$ cat src/rtl/estimation_top_if.sv
// Bundle between the source-estimation stage and its producer/consumer.
// Carries: en (start request), Z_IN (whitened data), W_MAT (unmixing matrix),
// S_EST (estimated sources) and est_opvld (result-valid flag).
// Flat matrices are declared [0:N-1]; element (r,c) sits at index (r*cols+c)*DATA_WIDTH.
interface estimation_top_if #(
    parameter int DATA_WIDTH = 16,
    parameter int DIM        = 3,
    parameter int SAMPLES    = 4
);
    logic                                  en;
    logic [0:DATA_WIDTH*DIM*SAMPLES-1]     Z_IN;
    logic [0:DATA_WIDTH*DIM*DIM-1]         W_MAT;
    logic [0:DATA_WIDTH*DIM*SAMPLES-1]     S_EST;
    logic                                  est_opvld;

    // master: whoever requests the computation and consumes the result
    modport master (output en, Z_IN, W_MAT, input S_EST, est_opvld);
    // slave: the estimation stage itself
    modport slave  (input en, Z_IN, W_MAT, output S_EST, est_opvld);
endinterface

$ cat src/rtl/estimation_top.sv
// Source estimation S = W^T * Z using one shared signed MAC, one product per clock.
// Latency: start edge + DIM*DIM*SAMPLES MAC edges; est_opvld visible one edge after the last MAC.
// Ports: clk, rst (sync active-high), io (slave modport: en, Z_IN, W_MAT in; S_EST, est_opvld out).
module estimation_top #(
    parameter int DATA_WIDTH = 16,
    parameter int DIM        = 3,
    parameter int SAMPLES    = 4,
    parameter int OUT_SHIFT  = 0
) (
    input  logic               clk,
    input  logic               rst,
    estimation_top_if.slave    io
);
    localparam int NZ    = DATA_WIDTH * DIM * SAMPLES;
    localparam int PW    = 2 * DATA_WIDTH;
    localparam int ACC_W = PW + $clog2(DIM);
    localparam int KW    = (DIM > 1) ? $clog2(DIM) : 1;
    localparam int JW    = (SAMPLES > 1) ? $clog2(SAMPLES) : 1;

    localparam logic signed [ACC_W-1:0] SAT_MAX = {{(ACC_W-DATA_WIDTH+1){1'b0}}, {(DATA_WIDTH-1){1'b1}}};
    localparam logic signed [ACC_W-1:0] SAT_MIN = {{(ACC_W-DATA_WIDTH+1){1'b1}}, {(DATA_WIDTH-1){1'b0}}};

    typedef enum logic [1:0] {IDLE, CALC, DONE} state_t;

    state_t                        state;
    logic signed [DATA_WIDTH-1:0]  z_r [DIM][SAMPLES];
    logic signed [DATA_WIDTH-1:0]  w_r [DIM][DIM];
    logic signed [ACC_W-1:0]       acc;
    logic [KW-1:0]                 k;
    logic [KW-1:0]                 i;
    logic [JW-1:0]                 j;
    logic [0:NZ-1]                 s_r;
    logic                          opvld_r;

    logic signed [PW-1:0]          prod;
    logic signed [ACC_W-1:0]       sum;
    logic signed [ACC_W-1:0]       shifted;
    logic signed [DATA_WIDTH-1:0]  sat_val;

    // Column i of W is weight vector i, so S[i][j] walks W down column i.
    always_comb begin
        prod    = PW'(w_r[k][i]) * PW'(z_r[k][j]);
        sum     = acc + ACC_W'(prod);
        shifted = sum >>> OUT_SHIFT;
        if (shifted > SAT_MAX) begin
            sat_val = SAT_MAX[DATA_WIDTH-1:0];
        end else if (shifted < SAT_MIN) begin
            sat_val = SAT_MIN[DATA_WIDTH-1:0];
        end else begin
            sat_val = shifted[DATA_WIDTH-1:0];
        end
    end

    always_ff @(posedge clk) begin
        if (rst) begin
            state   <= IDLE;
            opvld_r <= 1'b0;
            s_r     <= '0;
            acc     <= '0;
            k       <= '0;
            j       <= '0;
            i       <= '0;
        end else begin
            case (state)
                IDLE: begin
                    if (io.en) begin
                        // Snapshot operands so the run is immune to later input changes.
                        for (int r = 0; r < DIM; r++) begin
                            for (int c = 0; c < SAMPLES; c++) begin
                                z_r[r][c] <= io.Z_IN[(r*SAMPLES+c)*DATA_WIDTH +: DATA_WIDTH];
                            end
                            for (int c = 0; c < DIM; c++) begin
                                w_r[r][c] <= io.W_MAT[(r*DIM+c)*DATA_WIDTH +: DATA_WIDTH];
                            end
                        end
                        acc   <= '0;
                        k     <= '0;
                        j     <= '0;
                        i     <= '0;
                        state <= CALC;
                    end
                end
                CALC: begin
                    if (k == KW'(DIM-1)) begin
                        // Last term of this dot product: commit and restart the accumulator.
                        s_r[(int'(i)*SAMPLES + int'(j))*DATA_WIDTH +: DATA_WIDTH] <= sat_val;
                        acc <= '0;
                        k   <= '0;
                        if (j == JW'(SAMPLES-1)) begin
                            j <= '0;
                            if (i == KW'(DIM-1)) begin
                                i     <= '0;
                                state <= DONE;
                            end else begin
                                i <= i + 1'b1;
                            end
                        end else begin
                            j <= j + 1'b1;
                        end
                    end else begin
                        acc <= sum;
                        k   <= k + 1'b1;
                    end
                end
                DONE: begin
                    // The valid flag is raised on the first DONE edge regardless of en,
                    // so every run produces at least one visible valid cycle.
                    if (!opvld_r) begin
                        opvld_r <= 1'b1;
                    end else if (!io.en) begin
                        opvld_r <= 1'b0;
                        state   <= IDLE;
                    end
                end
                default: state <= IDLE;
            endcase
        end
    end

    assign io.S_EST     = s_r;
    assign io.est_opvld = opvld_r;
endmodule

$ cat src/flat_wrapper.sv
// flat-port wrapper written by rule: the top's interface ports become plain ports
module estimation_top_flat 
#(
    parameter int DATA_WIDTH = 16,
    parameter int DIM        = 3,
    parameter int SAMPLES    = 4,
    parameter int OUT_SHIFT  = 0
)
  (clk, rst, io_en, io_Z_IN, io_W_MAT, io_S_EST, io_est_opvld);
  estimation_top_if #(.DATA_WIDTH(DATA_WIDTH), .DIM(DIM), .SAMPLES(SAMPLES)) io_i ();
  input  logic clk;
  input  logic rst;
  input wire logic [$bits(io_i.en)-1:0] io_en;
  input wire logic [$bits(io_i.Z_IN)-1:0] io_Z_IN;
  input wire logic [$bits(io_i.W_MAT)-1:0] io_W_MAT;
  output wire logic [$bits(io_i.S_EST)-1:0] io_S_EST;
  output wire logic [$bits(io_i.est_opvld)-1:0] io_est_opvld;
  assign io_i.en = io_en;
  assign io_i.Z_IN = io_Z_IN;
  assign io_i.W_MAT = io_W_MAT;
  assign io_S_EST = io_i.S_EST;
  assign io_est_opvld = io_i.est_opvld;
  estimation_top #(.DATA_WIDTH(DATA_WIDTH), .DIM(DIM), .SAMPLES(SAMPLES), .OUT_SHIFT(OUT_SHIFT)) u_core (.clk(clk), .rst(rst), .io(io_i));
endmodule
$ cat config.mk
export PLATFORM = sky130hd
export DESIGN_NAME = estimation_top_flat
export DESIGN_NICKNAME = d
export VERILOG_FILES = /design/src/rtl/estimation_top_if.sv /design/src/rtl/estimation_top.sv /design/src/flat_wrapper.sv
export SDC_FILE = /design/constraint.sdc
export NUM_CORES = 2
export LEC_CHECK = 0
export ABC_AREA = 1
export CORE_MARGIN = 2
export CORE_UTILIZATION = 24
export DETAILED_ROUTE_END_ITERATION = 10
export SYNTH_ARGS = -nofsm -noshare
export SYNTH_HDL_FRONTEND = slang
export SYNTH_SLANG_ARGS = --single-unit
$ cat constraint.sdc
create_clock -name clk -period 42.7 [get_ports clk]
set_clock_uncertainty 0.1 [all_clocks]
set_input_delay 8.54 -clock clk [delete_from_list [all_inputs] [get_ports clk]]
set_output_delay 8.54 -clock clk [all_outputs]
set_load 0.01 [all_outputs]
### Word level (Yosys, flattened, before mapping)

Memories as Yosys holds them, arrays and structs flattened. A register that Yosys moved wholly into a read port is not among the register bits.
Index checks and enable logic that the tools add are counted.

* $add $sub $neg: 6
* multiply operators: 1
* magnitude comparators: 4
* equality and inequality tests: 11
* shift-type cells: 2
* mux-type cells: 38
* bitwise gates (word level): 3
* reduce and logical (&&, ||, !) cells: 7

Operator list (number)
* 193-bit by 33-bit variable shift with 192-bit output, first input constant: 1
* 193-bit by 33-bit variable part select with 192-bit output: 1
* 192-bit bitwise mux: 1
* 16-bit 2-to-1 mux: 6
* 34-bit 2-to-1 mux: 2
* 34-bit case mux with 2 select lines: 1
* 16-bit binary-select mux with 2-bit select: 2
* 34-bit by 32-bit adder with 34-bit output: 1
* 34-bit by 16-bit > comparator with 1-bit output, second input constant: 1
* 34-bit by 16-bit less-than comparator with 1-bit output, second input constant: 1
* 2-bit 2-to-1 mux: 17
* 32-bit negation with 33-bit output: 1
* 16-bit by 16-bit multiplier with 32-bit output: 1
* 32-bit NOT: 1
* 2-bit case mux with 2 select lines: 3
* 2-bit equality test, second input constant: 4
* 2-bit by 1-bit != test with 1-bit output, second input constant: 4
* 2-bit by 1-bit adder with 2-bit output, second input constant: 3
* 3-bit >= comparator, second input constant: 2
* 2-bit NOT with 3-bit output: 2
* 2-bit case mux with 3 select lines: 1
* 6-bit AND reduction: 1
* 4-bit by 2-bit adder with 5-bit output: 1
* 1-bit 2-to-1 mux: 5
* other kinds (7): 9

* bits in registers: 235
* RAM bits: 336
* input bits: 339
* output and inout bits: 193
* logic and storage cells: 81
* memories: 2

Memories
* u_core.z_r: depth 3, width 64, read ports 1, clocked after memory_dff 1, write ports 3, RTL line estimation_top.sv:26 `logic signed [DATA_WIDTH-1:0] z_r [DIM][SAMPLES];`
* u_core.w_r: depth 3, width 48, read ports 1, clocked after memory_dff 1, write ports 3, RTL line estimation_top.sv:27 `logic signed [DATA_WIDTH-1:0] w_r [DIM][DIM];`

### Depth between registers and ports, before layout

* word-level depth: 11
* gate-level depth with buffers: 43
* gate-level depth less buffers: 40

### Least setup slack after synthesis

No wires, ideal clock.

* path kind: input to register
* start point: input rst
* end point: memory u_core.w_r[0][0] (netlist name) (enable)
* setup time: 1.039 ns
* arrival: 22.856 ns
* required time: 41.561 ns
* setup slack: 18.705 ns
* cell stages on the path: 3
* path buffers: 2
* cell sequence: clkbuf_1 > clkbuf_1 > nor2_1

RTL lines
* start, declared: RTL line flat_wrapper.sv:12 `input logic rst;`
* end, declared: RTL line estimation_top.sv:27

==> run metrics <==
initial antenna violation count 26; initial DRC count 1885; CP arrival between 10000 and 15000 ps; hold violation total from the final report 0; Area Growth Syn to Fin 27.1%; post-layout util 30.8%; DR WL met3 6.87 mm; Detail Placement HPWL 83.5 mm; Congestion Overflow GR 0; period utilization 26.8%; PortBufs 531; clk slew on worst S/H paths 60 ps; synthesized flop and latch total roughly 570; compound-cell area share of the yosys netlist 10.2%; gp weighted congestion 0.882; Max-Slew Margin vs Limit 16.1%; status finished clean; Critical Path End Type flop; warnings from Yosys 0; Final Setup Violations 0; nets@finish 4639; top layer in use met4; Adder-Cell Fraction of Synth Area 21.7%; core area 142000 um2; H-tree Lvls 2; RSZ-0062 raised after global routing false; kind of critical path primary input to flop; Max Slew Vio Count 0; postcts setup bufs 0; die width 382 um; CTS tree done; WL met2 55.4 mm; Initial DRT Pass Iterations 6; f_max 87.3 MHz; final setup TNS 0 ps; routed length per instance roughly 19 um; Syn Std Cell Area 34300 um2; share of the synthesized area in the top cell type 29.4%; design area 43600 um2; number of max-cap violations 0; Clock Latency Late Sink 660 ps; Max clock buf depth 3; most common cell after layout, fill and taps aside clkdlybuf4s50_1; Post-Route WL between 100 and 150 mm; Cell variety after synth 44; detailed-route via count 26400; crit path launch type primary input; Root Buffer clkbuf_16; post-route ant nets 0; Synth Area in XOR/XNOR 0.562%; layout cells sized above 1 7.79%; M1 wire length 45.5 mm; Die H 382 um; mux contribution to synthesized area under 10%; Slew @ Worst Pin 1260 ps; Hold Crit Class flop to flop; largest family of logic cells by synthesized area adder cells; number of vias per cell 4.51; minimum clock period between 10000 and 15000 ps; synthesized instance count 3450; starting density of the core 24.2%; hold_buf cts 0; total CTS buffers slightly above 60; Placement Cell Area 41500 um2; CP required between 40000 and 50000 ps; first-pass GRT wire length ~170 mm; post-synth top area cell edfxtp_1; Seq/Total Area, Yosys 43.3%; drt drc 0; Std-Cell Rows 138; Simple-Gate Fraction of Synth Area 14.1%; Mean Syn Cell Area 9.94 um2; CTS sink count 573; Critical Path Fanout Max 182; vias in the first global route 27100; Area contributors post-synth edfxtp_1 (29%), fa_1 (18%), dfxtp_1 (14%), inv_1 (5.3%), o21ai_0 (4.6%); IO Pins 532; largest net degree at the start of global routing 183; CTS resizes 0; commonest non-fill, non-tap cells in the layout clkdlybuf4s50_1 (530), inv_1 (485), nor2_1 (387), nand2_1 (363), edfxtp_1 (336); Die ar. 146000 um2; GRT Total Usage 15.1%; Syn Nets 4200
worst max-delay path: stages:
cell and delay, ps:
clkdlybuf4s50_1 490, nand2_1 120, nor2_4 570, buf_12 660, buf_4 900
logic make-up (layout without fill, tap and decap cells):
logic type | count (synthesis) | after routing
muxes | 78 | 78
and+or+nand+nor | 1030 | 1030
xor gates and xnor gates | 22 | 22
other | 0 | 19
buffers and inverters | 684 | 1175
adders and majority gates | 411 | 411
AOI/OAI and AO/OA | 652 | 652
DFF | 573 | 573
synthesized netlist by cell type, drive strengths merged:
library cell and number:
inv 494, nor2 409, nand2 390, edfxtp 336, o21ai 319, fa 305, a21oi 260, dfxtp 237
clkbuf 140, nand3 140, ha 106, mux2 78, nand4 74, buf 36, a211oi 33, o221ai 32
xnor2 15, clkinv 14, nor3 12, xor2 7, o21bai 4, nand3b 3, a31oi 2, a22oi 1
and2 1, nor4 1, o2111ai 1
final timing paths:
kind / slack (ps) / cells past startpoint / start / end
worst min register to register: 370 / 2 / u_core.acc[15] / u_core.acc[15]
worst min-delay path: 370 / 2 / u_core.acc[15] / u_core.acc[15]
worst max register to register: 31830 / 33 / flop / u_core.io.S_EST[51]
worst max-delay path: 31240 / 5 / io_en / u_core.z_r[2][11]
flip-flops by register name (all words and copies together) (netlist names), named ones only:
signal,cells
u_core.k,2
u_core.z_r,192
u_core.io.S_EST,192
u_core.j,2
u_core.i,2
u_core.io.est_opvld,1
u_core.acc,34
u_core.w_r,144
u_core.state,2
per-stage QoR:
step                instances  worst slack [ps]  hold WS, ps
floorplan                3450             18710          345
global placement         5716             30660          353
detailed placement       5716             30610          360
CTS                      5831             31300          372
global route             5850             31100          395
finish                   5850             31240          373
metal layers:
metal / track usage [%] / vias up
met3: 2.57 / 204
met4: 6.50 / 0
met2: 26.0 / 864
li1: - / 12300
met1: 18.7 / 13100
met5: 0 / -
cell type report:
cell class	instances	area (um2)
fillers	14500	98200
multi-input cells	2193	16900
flip-flops and latches	573	14800
repair buffers	552	5490
well taps	1890	2360
inverters	508	1920
clock buffers	79	1690
clock inverters	36	362
diodes	19	47.5
Power is not shown: default switching activity piles up to over one toggle a cycle in this logic, so the estimate is an artifact.
